$ cat config.mk
export PLATFORM = sky130hd
export DESIGN_NAME = alu_logic_arbiter
export DESIGN_NICKNAME = d
export VERILOG_FILES = /design/src/rtl/alu_logic_arbiter.sv
export SDC_FILE = /design/constraint.sdc
export NUM_CORES = 1
export LEC_CHECK = 0
export CAP_MARGIN = 25
export CORE_UTILIZATION = 53
export DETAILED_ROUTE_END_ITERATION = 8
export PLACE_DENSITY = 0.86
export RECOVER_POWER = 25
export SYNTH_ARGS = -nofsm -noshare
export SYNTH_HDL_FRONTEND = slang
export SYNTH_SLANG_ARGS = --single-unit
$ cat constraint.sdc
create_clock -name clk -period 3.8 [get_ports clk]
set_input_delay 0.76 -clock clk [delete_from_list [all_inputs] [get_ports clk]]
set_output_delay 0.76 -clock clk [all_outputs]
set_load 0.005 [all_outputs]
$ cat src/rtl/alu_logic_arbiter.sv
// Two-requester round-robin front end for a shared 16-bit bitwise logic unit.
// One operation in flight at a time: IDLE (arbitrate/capture) -> EXEC (compute) -> DONE (hold result).
module alu_logic_arbiter #(
  parameter int unsigned WIDTH = 16,
  parameter int unsigned CNT_W = 16
) (
  input  logic             clk,
  input  logic             rst_n,
  input  logic             req0_valid,
  output logic             req0_ready,
  input  logic [WIDTH-1:0] req0_a,
  input  logic [WIDTH-1:0] req0_b,
  input  logic [1:0]       req0_op,
  input  logic             req1_valid,
  output logic             req1_ready,
  input  logic [WIDTH-1:0] req1_a,
  input  logic [WIDTH-1:0] req1_b,
  input  logic [1:0]       req1_op,
  output logic             res_valid,
  input  logic             res_ready,
  output logic [WIDTH-1:0] res_data,
  output logic             res_id,
  output logic             res_zero,
  output logic             busy,
  output logic [CNT_W-1:0] op_count
);

  typedef enum logic [1:0] {
    IDLE = 2'd0,
    EXEC = 2'd1,
    DONE = 2'd2
  } state_t;

  localparam logic [1:0] OP_OR  = 2'b00;
  localparam logic [1:0] OP_NOR = 2'b01;
  localparam logic [1:0] OP_AND = 2'b10;
  localparam logic [1:0] OP_XOR = 2'b11;

  state_t           state_q, state_d;
  logic [WIDTH-1:0] a_q, a_d;
  logic [WIDTH-1:0] b_q, b_d;
  logic [1:0]       op_q, op_d;
  logic             id_q, id_d;
  logic             last_grant_q, last_grant_d;
  logic             res_valid_q, res_valid_d;
  logic [WIDTH-1:0] res_data_q, res_data_d;
  logic             res_id_q, res_id_d;
  logic             res_zero_q, res_zero_d;
  logic [CNT_W-1:0] op_count_q, op_count_d;

  logic             grant0_c, grant1_c;
  logic [WIDTH-1:0] func_c;

  // Round-robin: on a tie the requester that did not win last time is granted.
  always_comb begin
    grant0_c = req0_valid && (!req1_valid || last_grant_q);
    grant1_c = req1_valid && (!req0_valid || !last_grant_q);
  end

  // Readies are forced low while reset is asserted so nothing looks accepted.
  assign req0_ready = rst_n && (state_q == IDLE) && grant0_c;
  assign req1_ready = rst_n && (state_q == IDLE) && grant1_c;
  assign busy       = (state_q != IDLE);

  always_comb begin
    func_c = '0;
    case (op_q)
      OP_OR:   func_c = a_q | b_q;
      OP_NOR:  func_c = ~(a_q | b_q);
      OP_AND:  func_c = a_q & b_q;
      OP_XOR:  func_c = a_q ^ b_q;
      default: func_c = '0;
    endcase
  end

  // Next-state and datapath updates.
  always_comb begin
    state_d      = state_q;
    a_d          = a_q;
    b_d          = b_q;
    op_d         = op_q;
    id_d         = id_q;
    last_grant_d = last_grant_q;
    res_valid_d  = res_valid_q;
    res_data_d   = res_data_q;
    res_id_d     = res_id_q;
    res_zero_d   = res_zero_q;
    op_count_d   = op_count_q;

    case (state_q)
      IDLE: begin
        if (req0_ready) begin
          a_d          = req0_a;
          b_d          = req0_b;
          op_d         = req0_op;
          id_d         = 1'b0;
          last_grant_d = 1'b0;
          state_d      = EXEC;
        end else if (req1_ready) begin
          a_d          = req1_a;
          b_d          = req1_b;
          op_d         = req1_op;
          id_d         = 1'b1;
          last_grant_d = 1'b1;
          state_d      = EXEC;
        end
      end
      EXEC: begin
        res_data_d  = func_c;
        res_zero_d  = (func_c == '0);
        res_id_d    = id_q;
        res_valid_d = 1'b1;
        state_d     = DONE;
      end
      DONE: begin
        if (res_ready) begin
          res_valid_d = 1'b0;
          op_count_d  = op_count_q + CNT_W'(1);
          state_d     = IDLE;
        end
      end
      default: state_d = IDLE;
    endcase
  end

  always_ff @(posedge clk or negedge rst_n) begin
    if (!rst_n) begin
      state_q      <= IDLE;
      a_q          <= '0;
      b_q          <= '0;
      op_q         <= '0;
      id_q         <= 1'b0;
      last_grant_q <= 1'b1;
      res_valid_q  <= 1'b0;
      res_data_q   <= '0;
      res_id_q     <= 1'b0;
      res_zero_q   <= 1'b0;
      op_count_q   <= '0;
    end else begin
      state_q      <= state_d;
      a_q          <= a_d;
      b_q          <= b_d;
      op_q         <= op_d;
      id_q         <= id_d;
      last_grant_q <= last_grant_d;
      res_valid_q  <= res_valid_d;
      res_data_q   <= res_data_d;
      res_id_q     <= res_id_d;
      res_zero_q   <= res_zero_d;
      op_count_q   <= op_count_d;
    end
  end

  assign res_valid = res_valid_q;
  assign res_data  = res_data_q;
  assign res_id    = res_id_q;
  assign res_zero  = res_zero_q;
  assign op_count  = op_count_q;

endmodule
==> results of run 1 <==
## worst reg2reg max path: cells and delay by family, from the launching register on
kind / cells / cell delay (ns)
muxes: 1 / 0.23
AOI/OAI and AO/OA: 2 / 0.48
DFF: 1 / 0.82
buffers and inverters: 1 / 0.38
and+or+nand+nor: 2 / 0.21
## cell type report
class | count | area (um^2) | share of cell area [%]
multi-input cells | 344 | 2086 | 37.49
clock buffers | 9 | 123.9 | 2.226
inverters | 36 | 135.1 | 2.429
clock inverters | 7 | 102.6 | 1.844
well taps | 102 | 127.6 | 2.294
flip-flops and latches | 73 | 1828 | 32.85
repair buffers | 117 | 1161 | 20.87
## final timing paths
path | slack (ns) | from | cells after the start | to
min in group asynchronous | 1.17 | rst_n | 2 | op_count[8]
worst max register to register | 1.58 | op_q[1] | 6 | res_zero
worst min-delay path | 0.48 | res_data[11] | 2 | res_data[11]
max in group asynchronous | 1.58 | rst_n | 2 | b_q[3]
worst min register to register | 0.48 | res_data[11] | 2 | res_data[11]
worst max-delay path | 1.01 | req0_valid | 5 | req1_ready
## cells in the mapped netlist (7+ instances only)
cell        n  share of area [%]
ha_1       33                9.9
nand2_1   121                 11
xnor2_1    12                2.5
buf_2      15                1.8
nand2b_1   25                3.7
dfrtp_1    72                 43
o21ai_0    19                2.3
a31o_2     11                2.3
a21oi_1    12                1.4
inv_1      35                3.1
nand4_1     7                1.0
clkbuf_1    7               0.63
a31oi_1    34                5.1
nor2_1     36                3.2
## kinds of logic after synthesis
family / synth area share [%]
buf+inv: 6.906
mux: 0.7175
fa+ha+maj: 9.866
compound gates: 13.21
xor+xnor: 3.139
simple gates: 22.48
flops: 43.68
## sequential cells by signal, summed over array words and instances, names as in the netlist, 2 cells and up
signal    cells
a_q          16
b_q          16
op_count     16
res_data     16
op_q          2
state_q       2
## routing by layer
layer  global-route usage, %  routed length, um  up-vias
met5                       0                  0        -
met4                   8.995                157        0
met3                   4.125                428       12
met2                   37.88               4315      109
met1                   33.02               4276     1675
li1                        -                  -     1784
## through the flow
| stage | hold slack [ns] | instance area [um^2] |
|---|---|---|
| after global placement | 0.4564 | 5320 |
| final | 0.4807 | 5564 |
| after detailed placement | 0.4652 | 5320 |
| after CTS | 0.4860 | 5547 |
| after global routing | 0.5101 | 5564 |
| after floorplan | 0.4372 | 4185 |
## power groups by stage
stage          Combinational [mW]  Clock, mW  Sequential [mW]
3_3_place_gp                 1.72          0             1.44
2_1_floorplan                1.30          0             1.32
3_5_place_dp                 1.80          0             1.46
4_1_cts                      1.83      0.697             1.45
5_1_grt                      2.13      0.732             1.46
6_report                     1.90      0.686             1.40
==> qor.csv, run 1 <==
stage,metric,value,unit
pwr,seqPwrFrac,35.2,%
critical_path,crit_required,3.04,ns
critical_path,critPathSlowestCell,clkdlybuf4s50_1,
drt,dr.pass1.iters,4,
floorplanning,dieHeight,90.87,um
cells_and_area,drive_gt1_share,7.338,%
critical_path,crit_buf_inv,3,
timing,max_slew_margin,-15.72,%
synthesis,synth_area_per_cell,8.719,um^2
floorplanning,initial_core_util,54.44,%
cells_and_area,fillers,586,
clock_network,cts_resized,0,
pwr,peakVddDrop,0.3106,mV
critical_path,slowest_delay,0.50,ns
drt,routedWlPerCell,13.34,um
critical_path,crit_family,buffers and inverters,
timing,hold_viol,0,
timing,setup_tns,0,ns
critical_path,cp_cell_sequence,clkdlybuf4s50_1 > nand2_1 > nand4_1 > clkinv_1 > clkdlybuf4s50_1,
grt,grt_util_all_layers,23.93,%
clock_network,clkTransAtPathRegs,0.07,ns
drt,via_per_inst,5.203,
place,hpwlAfterDp,6675,um
critical_path,crit_top_cell,clkdlybuf4s50_1,
grt,grt_overflow_total,0,
grt,grt_max_degree,74,
grt,grt_pass1_wl,15590,um
synthesis,synth_fp_nets,586,
clock_network,cts_root_buf,clkbuf_8,
cells_and_area,syn_to_final_growth,32.94,%
cells_and_area,fin_util,72.38,%
cells_and_area,nNetsFinal,687,
pwr,p_int,2.428,mW
pwr,power_density,717.7,mW/mm^2
critical_path,worstSetupStartpointType,primary input,
run_status,violations,"max-capacitance violations, max-slew violations",
synthesis,synthCells,480,
timing,maxSlewViolCount,74,
clock_network,cts-hold-fix-buffers,0,
synthesis,async_flop_share,100.0,%
synthesis,ys_ff_latch,73,
critical_path,critical_path_class,primary input to primary output,
timing,setup_slack,1.012,ns
synthesis,synth_edf_count,0,
timing,fmax,358.7,MHz
job,cap_violations,1,
worst_hold_path,hold_class,register to register,
floorplanning,die_width,90.87,um
floorplanning,io_pins,111,
pwr,switching_share,39.19,%
place,port_buffers,110,
clock_network,htree_levels,3,
clock_network,postCtsSetupRepairBufs,0,
pwr,total_power,3.993,mW
floorplanning,core,0.007687,mm^2
timing,rsz0062_at_grt,no,
cells_and_area,layout_commonest_cell,nand2_1,
clock_network,insertion_delay,0.36,ns
pwr,switchingPower,1.565,mW
timing,min_period,2.788,ns
synthesis,seq_area_frac_synth,43.68,%
clock_network,cts_tree,built,
timing,worstMarginPinSlew,1.736,ns
clock_network,clock_sinks,73,
timing,period_share,73.36,%
drt,vias,3580,
drt,dr.first_iter.drc_count,168,
place,gp_congestion,0.8003,
timing,setup_viol,0,
drt,routed_wl,9178,um
synthesis,yosysWarnings,0,
cells_and_area,antenna_cells,0,
critical_path,endpoint_kind,primary output,
clock_network,cts-buffers-inserted,9,
synthesis,synth.distinct_cells,38,
pwr,leakage,2.629,nW
floorplanning,die_area,0.008256,mm^2
pwr,pwr-share-comb,47.6,%
pwr,p_clk_share,17.2,%
synthesis,netlist_area,0.004185,mm^2
place,placedCellCount,671,
timing,fin_worst_skew,0.008342,ns
critical_path,cp.arrival,2.03,ns
floorplanning,placementRows,32,
synthesis,ys.flop_type,dfrtp_1,
clock_network,clockBufferDepth,2,
place,dp_slack,1.008,ns
grt,antenna_found_initial,0,
critical_path,crit_fanout,2,
drt,post-route-drc-count,0,
cells_and_area,mostFrequentLayoutCells,"nand2_1 (121), clkdlybuf4s50_1 (108), dfrtp_1 (72)",
drt,ant_nets,0,
grt,grt_pass1_vias,3375,
cells_and_area,finalNonFillerCells,688,
run_status,status,"complete, but fails checks",
Note: power is estimated with default switching activity, not from simulation.
==> run 2, diff against run 1 <==
CORE_UTILIZATION = 44   (was 53)
PLACE_DENSITY = 0.76   (was 0.86)
clock period = 2.55 ns   (was 3.8 ns; I/O delays follow)
==> run 2 against run 1 <==
Effect of this change: the run still ends with max-capacitance violations, max-slew violations left; highest routed layer unchanged; via count fell by 0.59%; power rose by 45%; count of clock-buffer cells in the layout did not move; global-route usage fell by 4.6 points; final cell count rose by 3.9%; critical endpoint unchanged; worst hold slack got worse by 0.18 ns; largest power group unchanged; first-iteration DRC count fell by 12%; largest cell class unchanged; core utilization fell by 12 points; combinational power rose by 44%.
==> qor.csv, run 2 (same netlist as run 1, synthesis figures left out) <==
stage,metric,value,unit
run_status,status,"complete, but fails checks",
place,place_area,0.005374,mm^2
timing,setup_tns,0,ns
clock_network,cts_tree,built,
timing,max_slew_margin,-13.75,%
critical_path,reg2reg_slack,0.62,ns
critical_path,cp_cell_sequence,nor2_1 > nand4_1 > clkinv_1 > clkdlybuf4s50_1,
grt,grt_pass1_wl,15330,um
cells_and_area,drive_gt1_share,7.509,%
place,dp_slack,0.2880,ns
clock_network,htree_levels,3,
drt,ant_nets,0,
clock_network,clock_sinks,73,
floorplanning,core,0.009240,mm^2
drt,vias,3559,
grt,grt_util_all_layers,19.33,%
clock_network,clkTransAtPathRegs,0.08,ns
pwr,p_int,3.494,mW
clock_network,clockBufferDepth,2,
pwr,p_clk_share,15.8,%
grt,antenna_found_initial,0,
critical_path,cp.arrival,1.88,ns
clock_network,cts-buffers-inserted,9,
timing,fmax,418.1,MHz
cells_and_area,antenna_cells,0,
pwr,total_power,5.772,mW
clock_network,cts_root_buf,clkbuf_8,
pwr,power_density,1036,mW/mm^2
grt,grt_overflow_total,0,
timing,period_share,93.79,%
critical_path,rr_worst_depth,5,
floorplanning,die_width,99.53,um
floorplanning,io_pins,111,
clock_network,postCtsSetupRepairBufs,0,
place,hpwlAfterDp,6884,um
critical_path,r2r_end,res_zero,
pwr,pwr-share-comb,47.5,%
cells_and_area,layout_commonest_cell,nand2_1,
run_status,violations,"max-capacitance violations, max-slew violations",
critical_path,endpoint_kind,primary output,
place,port_buffers,110,
critical_path,slowest_delay,0.49,ns
drt,via_per_inst,4.978,
timing,setup_slack,0.1584,ns
floorplanning,dieHeight,99.53,um
pwr,switching_share,39.47,%
drt,routedWlPerCell,12.68,um
critical_path,worstSetupStartpointType,register,
cells_and_area,fin_area,0.005569,mm^2
clock_network,insertion_delay,0.35,ns
timing,setup_viol,0,
critical_path,crit_fanout,6,
critical_path,crit_required,2.04,ns
worst_hold_path,hold_class,primary input to async pin,
clock_network,cts-hold-fix-buffers,0,
cells_and_area,nNetsFinal,687,
pwr,seqPwrFrac,36.7,%
drt,dr.first_iter.drc_count,148,
floorplanning,placementRows,35,
floorplanning,initial_core_util,45.29,%
critical_path,critPathSlowestCell,clkdlybuf4s50_1,
timing,hold_viol,0,
clock_network,cts_resized,0,
grt,grt_max_degree,73,
job,cap_violations,1,
drt,post-route-drc-count,0,
cells_and_area,mostFrequentLayoutCells,"nand2_1 (121), clkdlybuf4s50_1 (108), dfrtp_1 (72)",
cells_and_area,syn_to_final_growth,33.06,%
cells_and_area,fin_util,60.27,%
drt,dr.pass1.iters,4,
floorplanning,die_area,0.009906,mm^2
pwr,peakVddDrop,0.3662,mV
timing,worstMarginPinSlew,1.706,ns
timing,fin_worst_skew,0.007055,ns
pwr,leakage,2.619,nW
timing,rsz0062_at_grt,no,
critical_path,critical_path_class,register to primary output,
timing,maxSlewViolCount,73,
timing,min_period,2.392,ns
place,gp_congestion,0.8007,
pwr,switchingPower,2.278,mW
drt,routed_wl,9063,um
grt,grt_pass1_vias,3377,
critical_path,timing.rr.start,op_q[1],
[run 2: changes by cell type in the layout (fill, tap and decap cells not counted)]
cell / before / now
buf_12: 0 / 1
clkbuf_1: 2 / 1
buf_16: 1 / 0
clkinv_2: 0 / 1
buf_4: 4 / 5
bufinv_16: 2 / 1
[run 2: how the worst max path moves through the flow]
stage                          start    endpoint  slack, ns  depth (start not counted)
after floorplan           req1_valid  req0_ready       0.73                          4
after global placement    req0_valid  req1_ready       0.30                          5
after detailed placement  req0_valid  req1_ready       0.29                          5
after CTS                 state_q[1]  req1_ready       0.14                          4
after global routing      state_q[1]  req1_ready       0.02                          4
final                     state_q[1]  req1_ready       0.16                          4
[run 2: critical path, delay by kind of cell (launching register included)]
family / cells / cell delay [ns]
AND/OR/NAND/NOR: 2 / 0.54
flip-flops: 1 / 0.43
buffers and inverters: 2 / 0.58
[run 2: final cells by class]
class / count / area [um^2]
fillers: 782 / 3671
multi-input cells: 344 / 2086
flip-flops and latches: 73 / 1828
repair buffers: 117 / 1157
well taps: 129 / 161.4
inverters: 36 / 135.1
clock buffers: 9 / 123.9
clock inverters: 7 / 77.57
[run 2: through the flow]
step,hold WS (ns),cells
3_5_place_dp,0.4572,699
4_1_cts,0.1248,715
2_1_floorplan,0.2144,480
5_1_grt,0.3242,715
6_report,0.2992,715
3_3_place_gp,0.4541,699
[run 2: per-layer routing]
metal  vias up  wire length (um)  track usage [%]
met5         -                 0                0
met4         0               125            5.543
met3        11               443            3.935
met2        93              4240            31.30
met1      1672              4254            26.31
li1       1783                 -                -
[run 2: power groups by stage]
stage	combinational, mW	clock (mW)	sequential [mW]
after global routing	3.13	0.982	2.20
final	2.74	0.913	2.12
after CTS	2.77	0.931	2.12
after global placement	2.65	0	2.12
after floorplan	1.94	0	1.96
after detailed placement	2.75	0	2.15
==> run 3, diff against run 2 <==
CELL_PAD_IN_SITES_DETAIL_PLACEMENT = 2   (was default)
CELL_PAD_IN_SITES_GLOBAL_PLACEMENT = 2   (was default)
CORE_ASPECT_RATIO = 0.8   (was default)
CORE_UTILIZATION = 26   (was 44)
PLACE_DENSITY = default   (was 0.76)
PLACE_DENSITY_LB_ADDON = 0.1   (was default)
clock period = 2.1 ns   (was 2.55 ns; I/O delays follow)
==> run 3 against run 2 <==
Effect of this change: the run now ends clean; sequential share of layout area shrank 2.0 points; final cell count is 14% higher; setup slack got worse by 0.020 ns; clock power up 110%; critical endpoint is now req0_ready; die area increased by 68%; non-clock buffer count up 15; critical path depth rose by 2; combinational power increased by 34%; global-route usage shrank 2.3 points; critical path type unchanged; design area increased by 6.7%; sequential power is 23% higher.
==> qor.csv, run 3 (same netlist as run 1, synthesis figures left out) <==
stage,metric,value,unit
run_status,status,finished clean,
worst_hold_path,hold_class,register to register,
pwr,leakage,2.790,nW
critical_path,reg2reg_slack,0.25,ns
timing,setup_tns,0,ns
critical_path,worstSetupStartpointType,register,
floorplanning,die_width,143.9,um
drt,via_per_inst,4.551,
timing,maxSlewViolCount,0,
grt,grt_util_all_layers,17.07,%
drt,vias,3714,
floorplanning,initial_core_util,26.58,%
critical_path,cp.arrival,1.54,ns
grt,use_met3,3.719,%
floorplanning,io_pins,111,
cells_and_area,fin_area,0.005941,mm^2
grt,met1_usage,24.37,%
drt,post-route-drc-count,0,
clock_network,cts_tree,built,
critical_path,crit_fanout,3,
critical_path,critPathLaunch,state_q[1],
grt,grt_pass1_vias,4124,
critical_path,timing.rr.start,op_q[0],
critical_path,endpoint_kind,primary output,
grt,grt_pass1_wl,21380,um
floorplanning,core,0.01575,mm^2
critical_path,rr_worst_depth,5,
grt,grt_max_degree,72,
place,gp_congestion,0.7289,
cells_and_area,mostFrequentLayoutCells,"nand2_1 (121), clkdlybuf4s50_1 (106), dfrtp_1 (71)",
cells_and_area,layout_commonest_cell,nand2_1,
cells_and_area,finalNonFillerCells,816,
place,hpwlAfterDp,10060,um
grt,global_route.usage.met2,26.18,%
place,placedCellCount,796,
timing,fin_worst_skew,0.006452,ns
clock_network,cts-buffers-inserted,9,
grt,busiest_layer,met2,
cells_and_area,syn_to_final_growth,41.94,%
timing,fmax,509.8,MHz
job,cap_violations,0,
floorplanning,placementRows,41,
pwr,peakVddDrop,0.4347,mV
place,port_buffers,110,
clock_network,cts-hold-fix-buffers,0,
clock_network,clock_sinks,73,
place,place_area,0.005552,mm^2
critical_path,critical_path_class,register to primary output,
timing,period_share,93.40,%
clock_network,insertion_delay,0.34,ns
clock_network,htree_levels,3,
critical_path,r2r_end,res_zero,
timing,hold_viol,0,
clock_network,cts_root_buf,clkbuf_16,
critical_path,crit_required,1.68,ns
cells_and_area,antenna_cells,0,
timing,min_period,1.961,ns
timing,max_slew_margin,42.34,%
floorplanning,dieHeight,115.5,um
grt,antenna_found_initial,0,
clock_network,clockBufferDepth,2,
timing,worstMarginPinSlew,0.8649,ns
cells_and_area,drive_gt1_share,9.484,%
timing,holdWs,0.4702,ns
critical_path,endpoint,req0_ready,
timing,rsz0062_at_grt,no,
pwr,power_density,1384,mW/mm^2
grt,grt_overflow_total,0,
drt,routedWlPerCell,15.97,um
drt,dr.first_iter.drc_count,90,
timing,setup_viol,0,
drt,ant_nets,0,
cells_and_area,nNetsFinal,702,
timing,setup_slack,0.1385,ns
drt,dr.pass1.iters,4,
clock_network,clkTransAtPathRegs,0.06,ns
floorplanning,die_area,0.01661,mm^2
drt,routed_wl,13030,um
place,dp_slack,-0.07595,ns
## run 3: cell count changes in the layout (fill, tap and decap cells not counted), sizes merged
cell           before  now
clkinvlp            1    0
dlygate4sd2         0    1
clkbuf             11   18
bufinv              1    4
dlygate4sd3         1    0
dlymetal6s2s        0    2
clkinv              4    1
buf                 6   16
inv                37   36
clkdlybuf4s50     108  106
## run 3: repair_timing
action,CTS,global route
endpoints found under the hold margin,0,0
setup buffers,3,1
setup endpoints to repair,2,2
pin swaps,1,0
resized for setup,1,4
## run 3: critical path, stage by stage (launching register included)
cell and delay, ns:
dfrtp_1 0.39, nor2_1 0.11, buf_4 0.14, buf_4 0.11, o2111ai_4 0.11, inv_1 0.10, dlygate4sd2_1 0.24
## run 3: worst min-delay path by stage
| stage | start | to | slack [ns] | cells after the start |
|---|---|---|---|---|
| final | op_count[15] | op_count[15] | 0.47 | 1 |
| after global routing | op_count[15] | op_count[15] | 0.49 | 1 |
| after CTS | rst_n | res_valid | 0.22 | 2 |
| after detailed placement | id_q | res_id | 0.47 | 2 |
| after global placement | id_q | id_q | 0.46 | 2 |
| after floorplan | rst_n | a_q[0] | 0.12 | 0 |
## run 3: cell type report
class / count / area (um^2)
inverter: 36 / 135.1
clock inverter: 5 / 125.1
sequential: 73 / 1829
timing repair buffer: 132 / 1244
fill: 1774 / 9808
clock buffer: 11 / 252.7
multi-input combinational: 344 / 2086
tap: 215 / 269.0
## run 3: layer usage
metal / vias to the layer above / part of all wire (%)
li1: 1814 / -
met1: 1817 / 52
met2: 72 / 44
met3: 11 / 3.3
met4: 0 / 0.97
met5: - / 0
## run 3: per-stage QoR
step	utilization (%)	power (mW)
2_1_floorplan	-	4.740
5_1_grt	37.72	8.975
3_3_place_gp	35.25	6.082
3_5_place_dp	35.25	6.380
6_report	37.72	8.224
4_1_cts	37.79	8.420
## run 3: report_power, final
group | internal (mW) | total [mW] | switching [mW]
clock network | 1.34 | 1.96 | 0.613
registers | 2.00 | 2.61 | 0.610
logic | 1.80 | 3.66 | 1.86
